## config.mk

```make
export PLATFORM = sky130hd
export DESIGN_NAME = line_pixel_writer
export DESIGN_NICKNAME = d
export VERILOG_FILES = /design/src/rtl/line_pixel_writer.sv
export SDC_FILE = /design/constraint.sdc
export NUM_CORES = 1
export LEC_CHECK = 0
export BUFFER_PORTS_ARGS = -buffer_cell sky130_fd_sc_hd__buf_4
export CORE_ASPECT_RATIO = 0.8
export CORE_MARGIN = 5
export CORE_UTILIZATION = 45
export CTS_CLUSTER_SIZE = 10
export DETAILED_ROUTE_END_ITERATION = 8
export PLACE_DENSITY = 0.77
export SLEW_MARGIN = 15
export SYNTH_ARGS = -nofsm -noshare
export SYNTH_HDL_FRONTEND = slang
export SYNTH_SLANG_ARGS = --single-unit
```

## constraint.sdc

```tcl
create_clock -name clk -period 3.8 [get_ports clk]
set_input_delay 0.57 -clock clk [delete_from_list [all_inputs] [get_ports clk]]
set_output_delay 0.57 -clock clk [all_outputs]
set_load 0.02 [all_outputs]
```

## src/rtl/line_pixel_writer.sv

```systemverilog
// Consumes (X,Y) positions from the line rasteriser, clips them to the screen and
// writes the latched colour to the frame buffer through a req/ack port.
module line_pixel_writer #(
  parameter int H_RES   = 800,
  parameter int X_MAX   = 799,
  parameter int Y_MAX   = 599,
  parameter int SETTLE  = 2,
  parameter int ADDR_W  = 20,
  parameter int MAX_PIX = 4095
) (
  input  logic              clk,
  input  logic              rst,
  input  logic              start,
  input  logic [15:0]       i_color,
  input  logic              i_abort,
  input  logic [9:0]        i_X_pos,
  input  logic [9:0]        i_Y_pos,
  input  logic              i_done,
  output logic              o_renew,
  output logic              o_wr_req,
  output logic [ADDR_W-1:0] o_wr_addr,
  output logic [15:0]       o_wr_data,
  input  logic              i_wr_ack,
  output logic              o_busy,
  output logic              o_line_done,
  output logic              o_overflow,
  output logic [11:0]       o_pix_cnt
);

  localparam logic [9:0]        X_MAX_L   = 10'(X_MAX);
  localparam logic [9:0]        Y_MAX_L   = 10'(Y_MAX);
  localparam logic [ADDR_W-1:0] H_RES_L   = ADDR_W'(H_RES);
  localparam logic [2:0]        SETTLE_M1 = 3'(SETTLE - 1);
  localparam logic [11:0]       MAX_PIX_L = 12'(MAX_PIX);

  typedef enum logic [2:0] {
    IDLE   = 3'd0,
    RENEW  = 3'd1,
    WAIT   = 3'd2,
    CHECK  = 3'd3,
    WRITE  = 3'd4,
    NEXT   = 3'd5,
    FINISH = 3'd6
  } state_t;

  state_t            state_q, state_d;
  logic [2:0]        wait_q, wait_d;
  logic [9:0]        x_q, x_d;
  logic [9:0]        y_q, y_d;
  logic              done_q, done_d;
  logic [15:0]       color_q, color_d;
  logic [ADDR_W-1:0] prod_q, prod_d;
  logic [ADDR_W-1:0] addr_q, addr_d;
  logic              chk_ph_q, chk_ph_d;
  logic              in_range_q, in_range_d;
  logic [11:0]       cons_q, cons_d;
  logic [11:0]       pix_q, pix_d;
  logic              ovf_q, ovf_d;
  logic              abort_pend_q, abort_pend_d;
  logic              renew_q, renew_d;
  logic              req_q, req_d;
  logic              busy_q, busy_d;
  logic              line_done_q, line_done_d;

  // Next-state and datapath update; strobes are decoded from the next state so they register in step with it.
  always_comb begin
    state_d      = state_q;
    wait_d       = wait_q;
    x_d          = x_q;
    y_d          = y_q;
    done_d       = done_q;
    color_d      = color_q;
    prod_d       = prod_q;
    addr_d       = addr_q;
    chk_ph_d     = chk_ph_q;
    in_range_d   = in_range_q;
    cons_d       = cons_q;
    pix_d        = pix_q;
    ovf_d        = ovf_q;
    abort_pend_d = abort_pend_q;

    case (state_q)
      IDLE: begin
        if (start && !i_abort) begin
          state_d      = RENEW;
          color_d      = i_color;
          pix_d        = 12'd0;
          cons_d       = 12'd0;
          ovf_d        = 1'b0;
          abort_pend_d = 1'b0;
        end else begin
          state_d = IDLE;
        end
      end
      RENEW: begin
        wait_d = SETTLE_M1;
        if (i_abort) begin
          state_d = IDLE;
        end else begin
          state_d = WAIT;
        end
      end
      WAIT: begin
        if (i_abort) begin
          state_d = IDLE;
        end else if (wait_q == 3'd0) begin
          x_d      = i_X_pos;
          y_d      = i_Y_pos;
          done_d   = i_done;
          chk_ph_d = 1'b0;
          state_d  = CHECK;
        end else begin
          wait_d = wait_q - 3'd1;
        end
      end
      CHECK: begin
        // First cycle registers the row product, second adds X and branches.
        if (i_abort) begin
          state_d  = IDLE;
          chk_ph_d = 1'b0;
        end else if (!chk_ph_q) begin
          cons_d     = cons_q + 12'd1;
          in_range_d = (x_q <= X_MAX_L) && (y_q <= Y_MAX_L);
          prod_d     = ADDR_W'(y_q) * H_RES_L;
          chk_ph_d   = 1'b1;
        end else begin
          addr_d   = prod_q + ADDR_W'(x_q);
          chk_ph_d = 1'b0;
          if (in_range_q) begin
            state_d = WRITE;
          end else begin
            state_d = NEXT;
          end
        end
      end
      WRITE: begin
        // An abort here only takes effect once the outstanding write is acknowledged.
        if (i_abort) begin
          abort_pend_d = 1'b1;
        end else begin
          abort_pend_d = abort_pend_q;
        end
        if (i_wr_ack) begin
          pix_d        = (pix_q == 12'hFFF) ? pix_q : pix_q + 12'd1;
          abort_pend_d = 1'b0;
          if (abort_pend_q || i_abort) begin
            state_d = IDLE;
          end else begin
            state_d = NEXT;
          end
        end else begin
          state_d = WRITE;
        end
      end
      NEXT: begin
        if (i_abort) begin
          state_d = IDLE;
        end else if (done_q) begin
          state_d = FINISH;
        end else if (cons_q == MAX_PIX_L) begin
          state_d = FINISH;
          ovf_d   = 1'b1;
        end else begin
          state_d = RENEW;
        end
      end
      FINISH: begin
        state_d = IDLE;
      end
      default: begin
        state_d = IDLE;
      end
    endcase

    renew_d     = (state_d == RENEW);
    req_d       = (state_d == WRITE);
    busy_d      = (state_d != IDLE);
    line_done_d = (state_d == FINISH);
  end

  // State, datapath and output registers.
  always_ff @(posedge clk or negedge rst) begin
    if (!rst) begin
      state_q      <= IDLE;
      wait_q       <= 3'd0;
      x_q          <= 10'd0;
      y_q          <= 10'd0;
      done_q       <= 1'b0;
      color_q      <= 16'd0;
      prod_q       <= '0;
      addr_q       <= '0;
      chk_ph_q     <= 1'b0;
      in_range_q   <= 1'b0;
      cons_q       <= 12'd0;
      pix_q        <= 12'd0;
      ovf_q        <= 1'b0;
      abort_pend_q <= 1'b0;
      renew_q      <= 1'b0;
      req_q        <= 1'b0;
      busy_q       <= 1'b0;
      line_done_q  <= 1'b0;
    end else begin
      state_q      <= state_d;
      wait_q       <= wait_d;
      x_q          <= x_d;
      y_q          <= y_d;
      done_q       <= done_d;
      color_q      <= color_d;
      prod_q       <= prod_d;
      addr_q       <= addr_d;
      chk_ph_q     <= chk_ph_d;
      in_range_q   <= in_range_d;
      cons_q       <= cons_d;
      pix_q        <= pix_d;
      ovf_q        <= ovf_d;
      abort_pend_q <= abort_pend_d;
      renew_q      <= renew_d;
      req_q        <= req_d;
      busy_q       <= busy_d;
      line_done_q  <= line_done_d;
    end
  end

  assign o_renew     = renew_q;
  assign o_wr_req    = req_q;
  assign o_wr_addr   = addr_q;
  assign o_wr_data   = color_q;
  assign o_busy      = busy_q;
  assign o_line_done = line_done_q;
  assign o_overflow  = ovf_q;
  assign o_pix_cnt   = pix_q;

endmodule

```

==> metrics.md, run 1 <==
| Metric | Value |
|---|---|
| Status | finished, final reports clean |
| Crit path top cell by count | ha_1 |
| Final nets | 773 |
| Worst Max-Slew Pin Slew | 0.837 ns |
| Worst-path clk slew | 0.07 ns |
| Xor/xnor share of the synthesized area | 0.0525 |
| CP bufs+invs | 2 |
| Num CTS Buffers | 9 |
| Post-DP HPWL | 9740 um |
| Worst hold path type | in2async |
| Die outline area | 15800 um^2 |
| Area delta synth->final | 19.8% |
| Tot Pwr | 3.99 mW |
| Initial core utilization | 0.464 |
| Total negative slack | 0 ns |
| Critical path's largest stage delay | 0.46 ns |
| Final count of pins violating max slew | 0 |
| Synth warn | 0 |
| F_max | 321 MHz |
| Initial antenna violation count | 0 |
| CTS tree | done |
| Global route overflow | 0 |
| Post-CTS sizing | 0 |
| Synth cell types | 59 |
| Final Hold Fails | 0 |
| Number of flops mapped to enable cells by yosys | 0 |
| Die width | 139 um |
| Cells after Synth | 587 |
| CTS root buf | clkbuf_16 |
| CP Data Required Time | 4.00 ns |
| Largest family of logic cells by synthesized area | simple AND/OR/NAND/NOR gates |
| Worst path slowest cell | fa_1 |
| Cell Area, Synth | 6010 um^2 |
| Kind of cell adding the most delay to the critical path | adder cells |
| Min Tclk post-route | 3.11 ns |
| Setup violators final | 0 |
| Pwr dens | 554 nW/um^2 |
| Max IR drop VDD | 0.337 mV |
| N_diodes | 0 |
| Tcrit/Tclk final | 0.819 |
| Share of synthesized area spent on multiplexers | 0.0522 |
| Simple-gate share of the synthesized area | 0.187 |
| Setup Crit Path Kind | reg2reg |
| First-pass GRT wire length | 21900 um |
| Routed wire per std cell | 14.8 um |
| Die Ht | 113 um |
| Crit. End Element | register |
| Cell taking the most area after synthesis | dfrtp_1 |
| Synthesized area per cell | 10.2 um^2 |
| Asr flop ratio synth | 1.00 |
| Maxcap violations | 0 |
| Largest net degree at the start of global routing | 60 |
| Iter 0 DRT Violations | 300 |
| Slew HR | 0.440 |
| CTS hold repair buffers | 0 |
| Compound-cell area share of the yosys netlist | 0.0989 |
| Routed vias/inst | 5.12 |
| Clock tree sinks | 110 |
| RSZ-0062 raised after global routing | no |
| Lkg Pwr | 3.60 nW |
| Fraction of layout cells with a size suffix above 1 | 0.236 |
| Crit-path cells | inv_1, ha_1, inv_1, ha_1, fa_1, ha_1, a21oi_1, o211ai_1, a41oi_1, xor2_1, o21ai_0 |
| Synth top cells by count | 110 x dfrtp_1, 102 x nand2_1, 47 x ha_1, 38 x o21ai_0, 36 x nor2_1 |
| Synthesized flop and latch total | 110 |
| Global-route usage over all layers | 0.167 |
| Vias | 4396 |
| Worst-path maximum fanout | 6 |
| CTS Buffer Depth | 2 |
| Fillers | 1112 |
| H-tree levels | 3 |
| Core ar. | 13000 um^2 |
| Row cnt | 37 |
| Final ANT Viol Nets | 0 |
| GPL Wtd Cong | 0.870 |
| Main flop type after synthesis | dfrtp_1 |
| Routed WL | 12700 um |
| Most common cell in the netlist | dfrtp_1 |
| # port buffers | 94 |
| Worst Setup Start Kind | register |
| Pre-antenna DRT Iters | 4 |
| Adder-cell share of the synthesized area | 0.118 |
| Ports | 95 |
| Vias in the first global route | 4441 |
| Worst-skew pair later-pin latency | 0.35 ns |
| WP data arrival | 3.31 ns |
| Syn Nets | 682 |
| Synth top area share | 0.458 |
| Setup Buffers After CTS | 0 |
| Worst clock skew | 0.0110 ns |
| Post-synthesis sequential area ratio | 0.458 |
| Largest cells by area after synthesis | dfrtp_1 46%, ha_1 9.8%, nand2_1 6.4% |
| Drt drc | 0 |
cell usage in the layout, fill, tap and decap left out, types with 4 or more instances in the layout:
cell type	instances
dfrtp_1	110
o2111ai_1	4
nand2_1	102
nand3_1	13
nor2_1	36
mux2_2	27
ha_1	47
nand2b_1	4
a21o_1	4
a31oi_1	5
inv_1	26
nor2b_1	4
o21ai_0	38
fa_1	6
xnor2_1	23
a21oi_1	17
nor4_1	4
nor3_1	10
clkbuf_16	9
nand4_1	7
nor3b_1	4
buf_4	100
xor2_1	13
nor4_2	4
or3_1	6
layer usage:
metal	up-vias	GRT usage	wire length, um
met5	-	0	0
met4	0	0.0404	143
met3	9	0.0474	721
met2	105	0.262	5620
met1	2076	0.232	6200
li1	2206	-	-
flip-flops by register name (all words and copies together) (netlist names), 10 cells and up:
register and flops:
o_pix_cnt 12, cons_q 12, o_wr_addr 20, prod_q 15, y_q 10, o_wr_data 16, x_q 10
worst reg2reg max path: cells and delay by family, from the launching register on:
kind,cells,cell delay [ns]
XOR/XNOR,1,0.15
adder cells (fa/ha/maj),4,1.41
flip-flops,1,0.45
AO/OA/AOI/OAI,4,0.84
buffers and inverters,2,0.11
cell families after synthesis:
logic type,Yosys count
and+or+nand+nor,219
DFF,110
AOI/OAI and AO/OA,95
adders and majority gates,53
buffers and inverters,46
xor gates and xnor gates,36
muxes,28
final timing paths:
path | from | end | slack, ns | depth (start not counted)
setup reg to reg | y_q[5]$_DFFE_PN0P_ | prod_q[18]$_DFFE_PN0P_ | 0.69 | 11
hold / removal | rst | o_pix_cnt[5]$_DFFE_PN0P_ | 0.27 | 1
hold reg to reg | x_q[2]$_DFFE_PN0P_ | o_wr_addr[2]$_DFFE_PN0P_ | 0.47 | 2
setup / recovery | y_q[5]$_DFFE_PN0P_ | prod_q[18]$_DFFE_PN0P_ | 0.69 | 11
min in group clk | i_color[2] | o_wr_data[2]$_DFFE_PN0P_ | 0.40 | 3
max in group asynchronous | rst | x_q[4]$_DFFE_PN0P_ | 2.68 | 2
where the power goes:
part	internal, mW	switching [mW]	total (mW)
clock	0.575	0.428	1.00
combinational	0.593	0.745	1.34
sequential	1.42	0.230	1.65
total	2.59	1.40	3.99
layout make-up:
type                    instances  area [um^2]  share of cell area
flip-flops and latches        110         2750               0.382
repair buffers                100          751               0.104
inverters                      26         97.6              0.0136
clock buffers                  12          267              0.0370
well taps                     175          219              0.0304
multi-input cells             431         3050               0.424
clock inverters                 4         58.8             0.00817
metrics by stage:
step | hold slack (ns) | utilization | cell area, um^2 | cells | worst slack [ns]
after floorplan | 0.274 | - | 6010 | 587 | 0.994
after global placement | 0.439 | 0.530 | 6870 | 842 | 0.819
after detailed placement | 0.456 | 0.530 | 6870 | 842 | 0.731
after CTS | 0.302 | 0.555 | 7200 | 858 | 0.704
after global routing | 0.337 | 0.555 | 7200 | 858 | 0.517
final | 0.271 | 0.555 | 7200 | 858 | 0.689
Note: power is estimated with default switching activity, not from simulation.
==> inputs of run 2 (changes only) <==
ABC_AREA = 1   (was default)
PLACE_DENSITY = 0.76   (was 0.77)
clock period = 3 ns   (was 3.8 ns; I/O delays follow)
==> run 2 against run 1 <==
Compared with the run above: area after synthesis increased by 8.1%; hold slack got worse by 0.14 ns; clock power increased by 30%; critical path type unchanged; critical endpoint is now prod_q[15]$_DFFE_PN0P_; largest power group is now combinational logic; highest routed layer unchanged.
==> metrics.md, run 2 <==
| Metric | Value |
|---|---|
| Status | finished, final reports clean |
| RSZ-0062 raised after global routing | no |
| Synth top cells by count | 274 x nand2_1, 110 x dfrtp_1, 77 x inv_1, 67 x nand3_1, 58 x nor2_1 |
| Total negative slack | 0 ns |
| F_max | 359 MHz |
| Slew HR | 0.556 |
| WP data arrival | 3.01 ns |
| CTS tree | done |
| Worst-skew pair later-pin latency | 0.35 ns |
| Vias in the first global route | 4951 |
| Maxcap violations | 0 |
| Row cnt | 39 |
| Number of flops mapped to enable cells by yosys | 0 |
| CTS hold repair buffers | 0 |
| Worst path slowest cell | fa_1 |
| Largest cells by area after synthesis | dfrtp_1 42%, nand2_1 16%, ha_1 9.1% |
| Global route overflow | 0 |
| Area delta synth->final | 18.4% |
| Post-DP HPWL | 11100 um |
| Commonest non-fill, non-tap cells in the layout | 274 x nand2_1, 110 x dfrtp_1, 97 x buf_4, 77 x inv_1, 67 x nand3_1 |
| Asr flop ratio synth | 1.00 |
| H-tree levels | 3 |
| GPL Wtd Cong | 0.901 |
| Synth cell types | 36 |
| Worst-path clk slew | 0.07 ns |
| Main flop type after synthesis | dfrtp_1 |
| Routed vias/inst | 5.01 |
| Pre-antenna DRT Iters | 5 |
| Final count of pins violating max slew | 0 |
| Hold slack | 0.128 ns |
| Die width | 144 um |
| Final ANT Viol Nets | 0 |
| Multi-input gate area | 3310 um^2 |
| Setup Crit Path Kind | reg2reg |
| Worst-path maximum fanout | 6 |
| First-pass GRT wire length | 24600 um |
| Synthesized area per cell | 8.03 um^2 |
| Placed cells | 1075 |
| Lkg Pwr | 4.06 nW |
| Initial antenna violation count | 0 |
| Worst Setup Start Kind | register |
| Synthesized flop and latch total | 110 |
| Clock tree sinks | 110 |
| CTS Buffer Depth | 2 |
| Syn Nets | 904 |
| Synth warn | 0 |
| Cell Area, Synth | 6490 um^2 |
| Num CTS Buffers | 9 |
| Commonest non-fill, non-tap cell in the layout | nand2_1 |
| Final Instance Area | 7690 um^2 |
| Die Ht | 117 um |
| N_diodes | 0 |
| Reg2reg end | prod_q[15]$_DFFE_PN0P_ |
| Dpl ws | 0.216 ns |
| Post-synthesis sequential area ratio | 0.424 |
| Drt drc | 0 |
| Largest register FFs | 20 |
| Worst clock skew | 0.00499 ns |
| CP bufs+invs | 2 |
| Fillers | 1319 |
| Reg2Reg Depth | 12 |
| Initial core utilization | 0.457 |
| Cell taking the most area after synthesis | dfrtp_1 |
| Placed inst area | 7360 um^2 |
| Reg-to-reg startpoint | y_q[3]$_DFFE_PN0P_ |
| Crit. End Element | register |
| Fraction of layout cells with a size suffix above 1 | 0.160 |
| Reg area | 2750 um^2 |
| Cells after Synth | 809 |
| Flop2flop setup slack | 0.21 ns |
| Tcrit/Tclk final | 0.930 |
| Final setup margin | 0.211 ns |
| Ports | 95 |
| Final nets | 997 |
| Most common cell in the netlist | nand2_1 |
| Synth top area share | 0.424 |
| Vias | 5466 |
| Crit-path cells | inv_1, ha_1, inv_1, ha_1, fa_1, ha_1, nand3_1, nand3_1, nand2_1, nand3b_1, nand3_1, o21ai_0 |
| Routed wire per std cell | 13.6 um |
| CTS root buf | clkbuf_16 |
| Largest net degree at the start of global routing | 53 |
| Worst hold path type | in2async |
| Die outline area | 17000 um^2 |
| CP Data Required Time | 3.22 ns |
| Global-route usage over all layers | 0.176 |
| Max IR drop VDD | 0.939 mV |
| Core ar. | 14200 um^2 |
| Min Tclk post-route | 2.79 ns |
| Critical path's largest stage delay | 0.46 ns |
| Setup violators final | 0 |
| # port buffers | 94 |
| Pwr dens | 1170 nW/um^2 |
| Kind of cell adding the most delay to the critical path | adder cells |
| Post-route insts no fill | 1091 |
| Worst Max-Slew Pin Slew | 0.666 ns |
| Routed WL | 14800 um |
| Final Hold Fails | 0 |
| Iter 0 DRT Violations | 389 |
==> run 2: cell count changes in the layout (fill, tap and decap cells not counted), sizes merged, moves of 14 or more <==
cell,previous run,this run
nand3,13,68
xnor2,23,6
mux2,27,13
nor2,39,66
inv,29,85
nand2,103,281
==> run 2: per-stage QoR <==
| stage | utilization | power [mW] |
|---|---|---|
| 6_report | 0.541 | 8.96 |
| 5_1_grt | 0.541 | 9.82 |
| 4_1_cts | 0.541 | 8.91 |
| 3_5_place_dp | 0.518 | 7.52 |
| 3_3_place_gp | 0.518 | 7.41 |
| 2_1_floorplan | - | 6.18 |
==> run 2: layer usage <==
layer | vias up | GRT usage | share of wire
li1 | 2804 | - | -
met1 | 2545 | 0.269 | 0.50
met2 | 103 | 0.258 | 0.44
met3 | 14 | 0.0353 | 0.042
met4 | 0 | 0.0373 | 0.013
met5 | - | 0 | 0
==> run 2: worst max-delay path by stage <==
stage                             startpoint                     end  slack, ns  depth (start not counted)
after global routing      y_q[5]$_DFFE_PN0P_  prod_q[16]$_DFFE_PN0P_       0.01                         12
final                     y_q[3]$_DFFE_PN0P_  prod_q[15]$_DFFE_PN0P_       0.21                         12
after floorplan           y_q[5]$_DFFE_PN0P_  prod_q[16]$_DFFE_PN0P_       0.43                         12
after CTS                 y_q[5]$_DFFE_PN0P_  prod_q[16]$_DFFE_PN0P_       0.16                         12
after detailed placement  y_q[5]$_DFFE_PN0P_  prod_q[16]$_DFFE_PN0P_       0.22                         12
after global placement    y_q[5]$_DFFE_PN0P_  prod_q[16]$_DFFE_PN0P_       0.30                         12
==> run 2: power by group <==
part	internal (mW)	switching, mW	total [mW]
clock network	0.752	0.545	1.30
logic	2.09	3.23	5.32
registers	1.94	0.398	2.34
total	4.78	4.17	8.96
==> run 2: cells by family after synthesis <==
group | synth area share
buf+inv | 0.0672
flops | 0.424
compound gates | 0.0582
xor+xnor | 0.0135
simple gates | 0.306
mux | 0.0225
fa+ha+maj | 0.109
==> run 2: cell type report <==
type,count,area share
flip-flops and latches,110,0.358
well taps,184,0.0299
repair buffers,98,0.0973
clock inverters,6,0.0111
clock buffers,10,0.0311
multi-input cells,598,0.430
inverters,85,0.0421
==> run 2: repair_timing <==
| item | 4_1_cts | 5_1_grt |
|---|---|---|
| endpoints found under the setup margin | 0 | 1 |
| resized for setup | 0 | 1 |
| setup buffers | 0 | 0 |
==> inputs of run 3 (changes only) <==
ABC_AREA = default   (was 1)
PLACE_DENSITY = 0.77   (was 0.76)
==> run 3 against run 2 <==
Compared with the run above: combinational power is 64% lower; clock skew is 0.0047 ns higher; sequential power is 11% lower; largest cell class unchanged.
==> metrics.md, run 3 (synthesis results as in run 1) <==
| Metric | Value |
|---|---|
| N_diodes | 0 |
| Kind of cell adding the most delay to the critical path | adder cells |
| Final ANT Viol Nets | 0 |
| Lkg Pwr | 3.60 nW |
| Worst-path clk slew | 0.07 ns |
| CTS hold repair buffers | 0 |
| Final Hold Fails | 0 |
| Die width | 139 um |
| Routed vias/inst | 5.30 |
| Tot Pwr | 5.20 mW |
| Crit-path cells | buf_6, ha_2, ha_1, inv_2, fa_1, inv_2, ha_4, nand3_2, o211ai_1, a41oi_2, xor2_1, o21ai_1 |
| Worst hold path type | in2async |
| CTS tree | done |
| Largest net degree at the start of global routing | 64 |
| Largest register FFs | 20 |
| Final count of pins violating max slew | 0 |
| Routed WL | 13100 um |
| Commonest non-fill, non-tap cells in the layout | 107 x dfrtp_1, 103 x buf_4, 102 x nand2_1, 39 x ha_1, 37 x o21ai_0 |
| Ports | 95 |
| Drt drc | 0 |
| Worst path slowest cell | fa_1 |
| Critical path's largest stage delay | 0.50 ns |
| Worst-path maximum fanout | 5 |
| Maxcap violations | 0 |
| # port buffers | 94 |
| Iter 0 DRT Violations | 252 |
| Pwr dens | 709 nW/um^2 |
| Crit. End Element | register |
| Die Ht | 113 um |
| Pre-antenna DRT Iters | 4 |
| Min Tclk post-route | 2.87 ns |
| Status | finished, final reports clean |
| Final Util | 0.566 |
| Worst-skew pair later-pin latency | 0.36 ns |
| Num CTS Buffers | 9 |
| Worst Setup Start Kind | register |
| Routed wire per std cell | 15.2 um |
| Tcrit/Tclk final | 0.957 |
| CP bufs+invs | 3 |
| Initial core utilization | 0.464 |
| Slew HR | 0.421 |
| GPL Wtd Cong | 0.840 |
| Fillers | 1096 |
| Final Instance Area | 7340 um^2 |
| Max IR drop VDD | 0.308 mV |
| Post-DP HPWL | 9810 um |
| F_max | 348 MHz |
| Global-route usage over all layers | 0.171 |
| Vias | 4582 |
| Post-route insts no fill | 864 |
| WP data arrival | 3.08 ns |
| Dpl ws | -0.0136 ns |
| Final nets | 779 |
| Crit path top cell by count | inv_2 |
| Area delta synth->final | 22.0% |
| Hold slack | 0.0897 ns |
| Final setup margin | 0.129 ns |
| Setup Crit Path Kind | reg2reg |
| H-tree levels | 3 |
| Die outline area | 15800 um^2 |
| Row cnt | 37 |
| CTS Buffer Depth | 2 |
| Total negative slack | 0 ns |
| Fraction of layout cells with a size suffix above 1 | 0.267 |
| CTS root buf | clkbuf_16 |
| Placed cells | 844 |
| Initial antenna violation count | 0 |
| Commonest non-fill, non-tap cell in the layout | dfrtp_1 |
| CP Data Required Time | 3.21 ns |
| Core ar. | 13000 um^2 |
| Worst Max-Slew Pin Slew | 0.866 ns |
| Setup violators final | 0 |
| Clock tree sinks | 110 |
| Placed inst area | 6900 um^2 |
| First-pass GRT wire length | 22300 um |
| Global route overflow | 0 |
| Worst clock skew | 0.00964 ns |
| Vias in the first global route | 4635 |
==> run 3: worst reg2reg max path: cells and delay by family (launching register included) <==
kind,cells,cell delay (ns)
XOR/XNOR,1,0.19
adder cells (fa/ha/maj),4,1.24
AND/OR/NAND/NOR,1,0.07
buffers and inverters,3,0.23
AO/OA/AOI/OAI,3,0.56
flip-flops,1,0.45
==> run 3: final timing paths <==
kind,start,to,slack (ns),cells past startpoint
setup / recovery,y_q[3]$_DFFE_PN0P_,prod_q[18]$_DFFE_PN0P_,0.13,12
hold / removal,rst,o_pix_cnt[6]$_DFFE_PN0P_,0.09,1
setup reg to reg,y_q[3]$_DFFE_PN0P_,prod_q[18]$_DFFE_PN0P_,0.13,12
hold reg to reg,x_q[1]$_DFFE_PN0P_,o_wr_addr[1]$_DFFE_PN0P_,0.47,2
max in group asynchronous,rst,cons_q[6]$_DFFE_PN0P_,2.16,2
min in group clk,i_color[13],o_wr_data[13]$_DFFE_PN0P_,0.29,3
==> run 3: power by group <==
part / switching [mW] / internal [mW] / leakage [nW] / total, mW
logic: 1.03 / 0.913 / 1.99 / 1.94
registers: 0.296 / 1.80 / 1.46 / 2.09
clock network: 0.564 / 0.601 / 0.143 / 1.16
==> run 3: cell type report <==
type                       instances  area, um^2  share of cell area
tap                              175         219              0.0298
clock inverter                     6        52.6             0.00716
sequential                       110        2760               0.376
clock buffer                      10         239              0.0326
inverter                          26        97.6              0.0133
timing repair buffer             106         816               0.111
multi-input combinational        431        3160               0.430
==> run 3: layer usage <==
metal  part of all wire  track usage  vias to the layer above
met2               0.47        0.278                      115
li1                   -            -                     2237
met5                  0            0                        -
met1               0.47        0.228                     2212
met3              0.049       0.0402                       18
met4              0.017       0.0574                        0
==> run 3: repair_timing <==
item                       CTS  global route
setup endpoints to repair    2             6
resized for setup            3            17
buffers inserted             1             3
pin swaps                    1            13
hold endpoints to repair     0             0
